--- src/rtl/vending_pkg.sv ---
// Shared coin codes, price and acceptor state encoding for the vending front end.
package vending_pkg;

  localparam logic [1:0] COIN_NONE = 2'd0;
  localparam logic [1:0] COIN_1    = 2'd1;
  localparam logic [1:0] COIN_2    = 2'd2;

  localparam logic [2:0] PRICE       = 3'd3;
  localparam int         QUEUE_DEPTH = 3;

  typedef logic [1:0] acc_state_t;
  localparam acc_state_t COLLECT = 2'd0;
  localparam acc_state_t SEND    = 2'd1;
  localparam acc_state_t GAP     = 2'd2;
  localparam acc_state_t REFUND  = 2'd3;

  // Queue entries are 1 bit: 0 = one-unit coin, 1 = two-unit coin.
  function automatic logic [2:0] coin_value(input logic two_unit);
    return two_unit ? 3'd2 : 3'd1;
  endfunction

  function automatic logic [1:0] coin_code(input logic two_unit);
    return two_unit ? COIN_2 : COIN_1;
  endfunction

endpackage

--- src/rtl/coin_sync_edge.sv ---
// Slot sensor synchroniser with a one-cycle pulse on each rising level.
module coin_sync_edge #(
  parameter int SYNC_STAGES = 2
) (
  input  logic clk,
  input  logic rstn,
  input  logic sensor,
  output logic rise
);

  logic [SYNC_STAGES-1:0] sync_reg;
  logic                   last_reg;

  always_ff @(posedge clk or negedge rstn) begin
    if (!rstn) begin
      sync_reg <= '0;
      last_reg <= 1'b0;
    end else begin
      sync_reg <= {sync_reg[SYNC_STAGES-2:0], sensor};
      last_reg <= sync_reg[SYNC_STAGES-1];
    end
  end

  // Decoded from flops only, so the pulse is clean for the FSM.
  assign rise = sync_reg[SYNC_STAGES-1] & ~last_reg;

endmodule

--- src/rtl/coin_acceptor.sv ---
// Coin acceptor: queues coins until the price is met, replays them to the
// vending machine, checks its pr/ch reply, and refunds on cancel.
module coin_acceptor
  import vending_pkg::*;
#(
  parameter int SYNC_STAGES = 2
) (
  input  logic       clk,
  input  logic       rstn,
  input  logic       slot1,
  input  logic       slot2,
  input  logic       cancel,
  input  logic       pr,
  input  logic       ch,
  output logic [1:0] coin,
  output logic [2:0] credit,
  output logic       busy,
  output logic       reject,
  output logic       refund1,
  output logic       refund2,
  output logic       err
);

  logic rise1;
  logic rise2;

  coin_sync_edge #(.SYNC_STAGES(SYNC_STAGES)) u_sync1 (
    .clk    (clk),
    .rstn   (rstn),
    .sensor (slot1),
    .rise   (rise1)
  );

  coin_sync_edge #(.SYNC_STAGES(SYNC_STAGES)) u_sync2 (
    .clk    (clk),
    .rstn   (rstn),
    .sensor (slot2),
    .rise   (rise2)
  );

  acc_state_t             state_reg,   state_next;
  logic [QUEUE_DEPTH-1:0] queue_reg,   queue_next;
  logic [1:0]             count_reg,   count_next;
  logic [1:0]             idx_reg,     idx_next;
  logic [2:0]             credit_reg,  credit_next;
  logic [1:0]             coin_reg,    coin_next;
  logic                   reject_reg,  reject_next;
  logic                   refund1_reg, refund1_next;
  logic                   refund2_reg, refund2_next;
  logic                   err_reg,     err_next;

  logic       sel_entry;
  logic       new_two;
  logic [2:0] credit_sum;

  // Entry addressed by idx_reg; idx can reach QUEUE_DEPTH, which selects 0.
  always_comb begin
    sel_entry = 1'b0;
    for (int i = 0; i < QUEUE_DEPTH; i++) begin
      if (idx_reg == 2'(i)) sel_entry = queue_reg[i];
    end
  end

  assign new_two    = rise2;
  assign credit_sum = credit_reg + coin_value(new_two);

  always_comb begin
    state_next   = state_reg;
    queue_next   = queue_reg;
    count_next   = count_reg;
    idx_next     = idx_reg;
    credit_next  = credit_reg;
    coin_next    = COIN_NONE;
    reject_next  = 1'b0;
    refund1_next = 1'b0;
    refund2_next = 1'b0;
    err_next     = err_reg;

    case (state_reg)
      COLLECT: begin
        if (cancel) begin
          reject_next = rise1 | rise2;
          if (count_reg != 2'd0) begin
            state_next = REFUND;
            idx_next   = 2'd0;
          end
        end else if (rise1 | rise2) begin
          // A simultaneous pair keeps the two-unit coin.
          reject_next = rise1 & rise2;
          for (int i = 0; i < QUEUE_DEPTH; i++) begin
            if (count_reg == 2'(i)) queue_next[i] = new_two;
          end
          count_next  = count_reg + 2'd1;
          credit_next = credit_sum;
          if (credit_sum >= PRICE) begin
            state_next = SEND;
            coin_next  = coin_code(queue_reg[0]);
            idx_next   = 2'd1;
          end
        end
      end

      SEND: begin
        reject_next = rise1 | rise2;
        if (idx_reg < count_reg) begin
          coin_next = coin_code(sel_entry);
          idx_next  = idx_reg + 2'd1;
        end else begin
          state_next = GAP;
        end
      end

      GAP: begin
        reject_next = rise1 | rise2;
        if (!pr || (ch != (credit_reg == 3'd4))) err_next = 1'b1;
        state_next  = COLLECT;
        queue_next  = '0;
        count_next  = 2'd0;
        idx_next    = 2'd0;
        credit_next = 3'd0;
      end

      default: begin  // REFUND
        reject_next  = rise1 | rise2;
        refund1_next = ~sel_entry;
        refund2_next = sel_entry;
        credit_next  = credit_reg - coin_value(sel_entry);
        if (idx_reg == count_reg - 2'd1) begin
          state_next = COLLECT;
          queue_next = '0;
          count_next = 2'd0;
          idx_next   = 2'd0;
        end else begin
          idx_next = idx_reg + 2'd1;
        end
      end
    endcase
  end

  always_ff @(posedge clk or negedge rstn) begin
    if (!rstn) begin
      state_reg   <= COLLECT;
      queue_reg   <= '0;
      count_reg   <= 2'd0;
      idx_reg     <= 2'd0;
      credit_reg  <= 3'd0;
      coin_reg    <= COIN_NONE;
      reject_reg  <= 1'b0;
      refund1_reg <= 1'b0;
      refund2_reg <= 1'b0;
      err_reg     <= 1'b0;
    end else begin
      state_reg   <= state_next;
      queue_reg   <= queue_next;
      count_reg   <= count_next;
      idx_reg     <= idx_next;
      credit_reg  <= credit_next;
      coin_reg    <= coin_next;
      reject_reg  <= reject_next;
      refund1_reg <= refund1_next;
      refund2_reg <= refund2_next;
      err_reg     <= err_next;
    end
  end

  assign coin    = coin_reg;
  assign credit  = credit_reg;
  assign busy    = (state_reg != COLLECT);
  assign reject  = reject_reg;
  assign refund1 = refund1_reg;
  assign refund2 = refund2_reg;
  assign err     = err_reg;

endmodule

--- config.mk ---
export PLATFORM = sky130hd
export DESIGN_NAME = coin_acceptor
export DESIGN_NICKNAME = d
export VERILOG_FILES = /design/src/rtl/vending_pkg.sv /design/src/rtl/coin_sync_edge.sv /design/src/rtl/coin_acceptor.sv
export SDC_FILE = /design/constraint.sdc
export NUM_CORES = 1
export LEC_CHECK = 0
export ABC_AREA = 1
export CORE_MARGIN = 2
export CORE_UTILIZATION = 54
export CTS_CLUSTER_DIAMETER = 60
export DETAILED_ROUTE_END_ITERATION = 16
export PLACE_DENSITY = 0.9
export RECOVER_POWER = 25
export SYNTH_ARGS = -nofsm -noshare
export SYNTH_HDL_FRONTEND = slang
export SYNTH_HIERARCHICAL = 1
export SYNTH_SLANG_ARGS = --single-unit
export TNS_END_PERCENT = 5
--- constraint.sdc ---
create_clock -name clk -period 2.5 [get_ports clk]
set_input_delay 0.5 -clock clk [delete_from_list [all_inputs] [get_ports clk]]
set_output_delay 0.5 -clock clk [all_outputs]
set_load 0.01 [all_outputs]
==> impl_metrics.env <==
export IMPL_synth_net_count=177
export IMPL_worstPathArrival_ps=2410
export IMPL_core_area_um2=2410
export IMPL_synth_top_cell_area_share_pct=44.9
export IMPL_path_class="register to register"
export IMPL_synth_cell_area_um2=1340
export IMPL_synthFlopType="dfrtp_1"
export IMPL_drt_pass1_iter_count=4
export IMPL_syn_inst=158
export IMPL_fmax_ghz=0.451
export IMPL_synth_seq_area_share_pct=44.9
export IMPL_synth_cell_types=21
export IMPL_reg2reg_setup_slack_ps=280
export IMPL_maxSlewHeadroom_pct=16.4
export IMPL_yosysTopAreaCell="dfrtp_1"
export IMPL_rr_worst_depth=11
export IMPL_p_leak_nw=0.773
export IMPL_gp_congestion=0.991
export IMPL_clk_pin_slew_ps=120
export IMPL_die_w_um=53.7
export IMPL_fin_ws_ps=284
export IMPL_cp_end_kind="register"
export IMPL_use_met1_pct=26.9
export IMPL_drtIter0Drc=37
export IMPL_syn_avg_cell_area_um2=8.46
export IMPL_io_pins=17
export IMPL_peakVddDrop_uv=808
export IMPL_min_period_over_period_pct=88.6
export IMPL_powerDensity_nw_per_um2=1180
export IMPL_grtUsageMet2_pct=39.2
export IMPL_max_cap_violations=0
export IMPL_cp_required_ps=2690
export IMPL_area_delta_synth_final_pct=16.8
export IMPL_min_period_ps=2220
export IMPL_cts_htree_levels=1
export IMPL_nets=199
export IMPL_via_per_inst=5.21
export IMPL_yosysMostFrequentCell="nand2_1"
export IMPL_synth_seq_cells=24
export IMPL_post_place_ws_ps=238
export IMPL_grtUsageTotal_pct=22.2
export IMPL_hpwlAfterDp_um=2110
export IMPL_ys_async_sr_fraction_pct=100
export IMPL_final_hold_viol_count=0
export IMPL_cts_root_buf="clkbuf_4"
export IMPL_grt_pass1_vias=1118
export IMPL_worstPathMaxFanout=5
export IMPL_finalNonFillerCells=208
export IMPL_rsz0062_at_grt="no"
export IMPL_portBuffers=16
export IMPL_grt_ovfl_total=0
export IMPL_layout_drive_gt1_share_pct=10.1
export IMPL_synth_area_leaders="dfrtp_1 45%, nand2_1 10%, ha_1 9.4%, inv_1 6.7%, nand3_1 5.6%"
export IMPL_wl_per_cell_um=12.4
export IMPL_ant_nets=0
export IMPL_utilization_pct=64.7
export IMPL_drc=0
export IMPL_multi_input_area_um2=624
export IMPL_status="completed"
export IMPL_setup_tns_ps=0
export IMPL_antenna_found_initial=0
export IMPL_die_area_um2=2890
export IMPL_synth_edf_count=0
export IMPL_cts_sinks=24
export IMPL_clk_latency_ps=300
export IMPL_skew_ps=2.24
export IMPL_dp_cells=205
export IMPL_min_path_type="register to register"
export IMPL_vias=1084
export IMPL_cts_made_buffers=3
export IMPL_total_power_mw=1.83
export IMPL_yosys_warnings=6
export IMPL_hold_end="u_sync2/sync_reg[1]"
export IMPL_holdPathStages=0
export IMPL_die_h_um=53.7
export IMPL_gr_usage_met3_pct=3.33
export IMPL_grt_pass1_wl_um=4610
export IMPL_top_usage_layer="met2"
export IMPL_num_rows=18
export IMPL_ctsLongestPathBuffers=2
export IMPL_cts_tree="built"
export IMPL_n_antenna_cell=0
export IMPL_wirelength_um=2580
export IMPL_final_setup_viol_count=0
export IMPL_fillers=203
export IMPL_drv_slew=0
export IMPL_r2r_end="credit[2]"
export IMPL_crit_path_start_kind="register"
export IMPL_yosys_top_cells_count="37 x nand2_1, 24 x dfrtp_1, 24 x inv_1"
export IMPL_regArea_um2=601
export IMPL_regToRegStartpoint="idx_reg[1]"
export IMPL_hp_start="u_sync2/sync_reg[0]"
export IMPL_initial_utilization_pct=55.5
export IMPL_worstMarginPinSlew_ps=1250
export IMPL_grt_max_degree=25
stage by stage:
stage	hold slack, ps	area (um2)
2_1_floorplan	204	1340
3_3_place_gp	334	1540
3_5_place_dp	337	1540
4_1_cts	366	1560
5_1_grt	372	1560
6_report	362	1560
placed cells by master (no fill, tap or decap):
master,netlist,routed
nor2_4,2,2
inv_2,4,4
nand2_2,3,3
nand2_1,37,37
a21oi_1,4,4
dlygate4sd3_1,0,3
clkbuf_1,0,1
o22ai_1,1,1
nor2_2,3,3
xnor2_1,1,1
ha_1,10,10
a21oi_2,1,1
a21boi_0,1,1
nand3_1,15,15
clkbuf_4,0,3
nor2_1,5,5
fa_1,2,2
or2_1,2,2
clkdlybuf4s50_1,0,13
nand3_4,1,1
inv_4,1,1
o21ai_1,7,8
dfrtp_1,24,24
inv_1,24,24
o21ai_0,10,9
cell families after synthesis:
family | share of synthesized area (%)
AOI/OAI and AO/OA | 9.55
DFF | 44.9
buffers and inverters | 8.33
adders and majority gates | 12.4
xor gates and xnor gates | 0.656
and+or+nand+nor | 24.2
worst max-delay path by stage:
stage,endpoint,from,slack [ps]
2_1_floorplan,credit[2],idx_reg[0],480
3_3_place_gp,credit[2],idx_reg[0],380
3_5_place_dp,credit[2],idx_reg[0],240
4_1_cts,credit[2],idx_reg[0],220
5_1_grt,credit[2],idx_reg[1],20
6_report,credit[2],idx_reg[1],280
power by group:
part / switching (mW) / internal [mW] / total [mW]
registers: 0.108 / 0.503 / 0.611
clock network: 0.105 / 0.0562 / 0.161
logic: 0.639 / 0.423 / 1.06
total: 0.852 / 0.983 / 1.83
repair_timing:
| item | in CTS | in global routing |
|---|---|---|
| gates resized for setup | 0 | 1 |
| hold buffers | 0 | 0 |
| endpoints found under the setup margin | 0 | 1 |
| buffers inserted | 0 | 0 |
worst max-delay path: stages, from the launching register on:
cell and delay, ps:
dfrtp_1 430, inv_1 100, ha_1 200, a21oi_1 130
o21ai_0 80, o21ai_1 170, inv_1 130, fa_1 420
xnor2_1 140, nor2_1 50, o21ai_0 150, o21ai_1 100
layout make-up:
type	count	area share, %
Tap cell	30	2.41
Multi-Input combinational cell	105	40.0
Clock buffer	3	1.44
Timing Repair Buffer	17	10.5
Inverter	29	7.14
Sequential cell	24	38.5
layer usage:
metal  up-vias  share of wire [%]
li1        538                  -
met1       505                 42
met2        33                 51
met3         8                4.5
met4         0                1.9
met5         -                  0
Note: power is estimated with default switching activity, not from simulation.
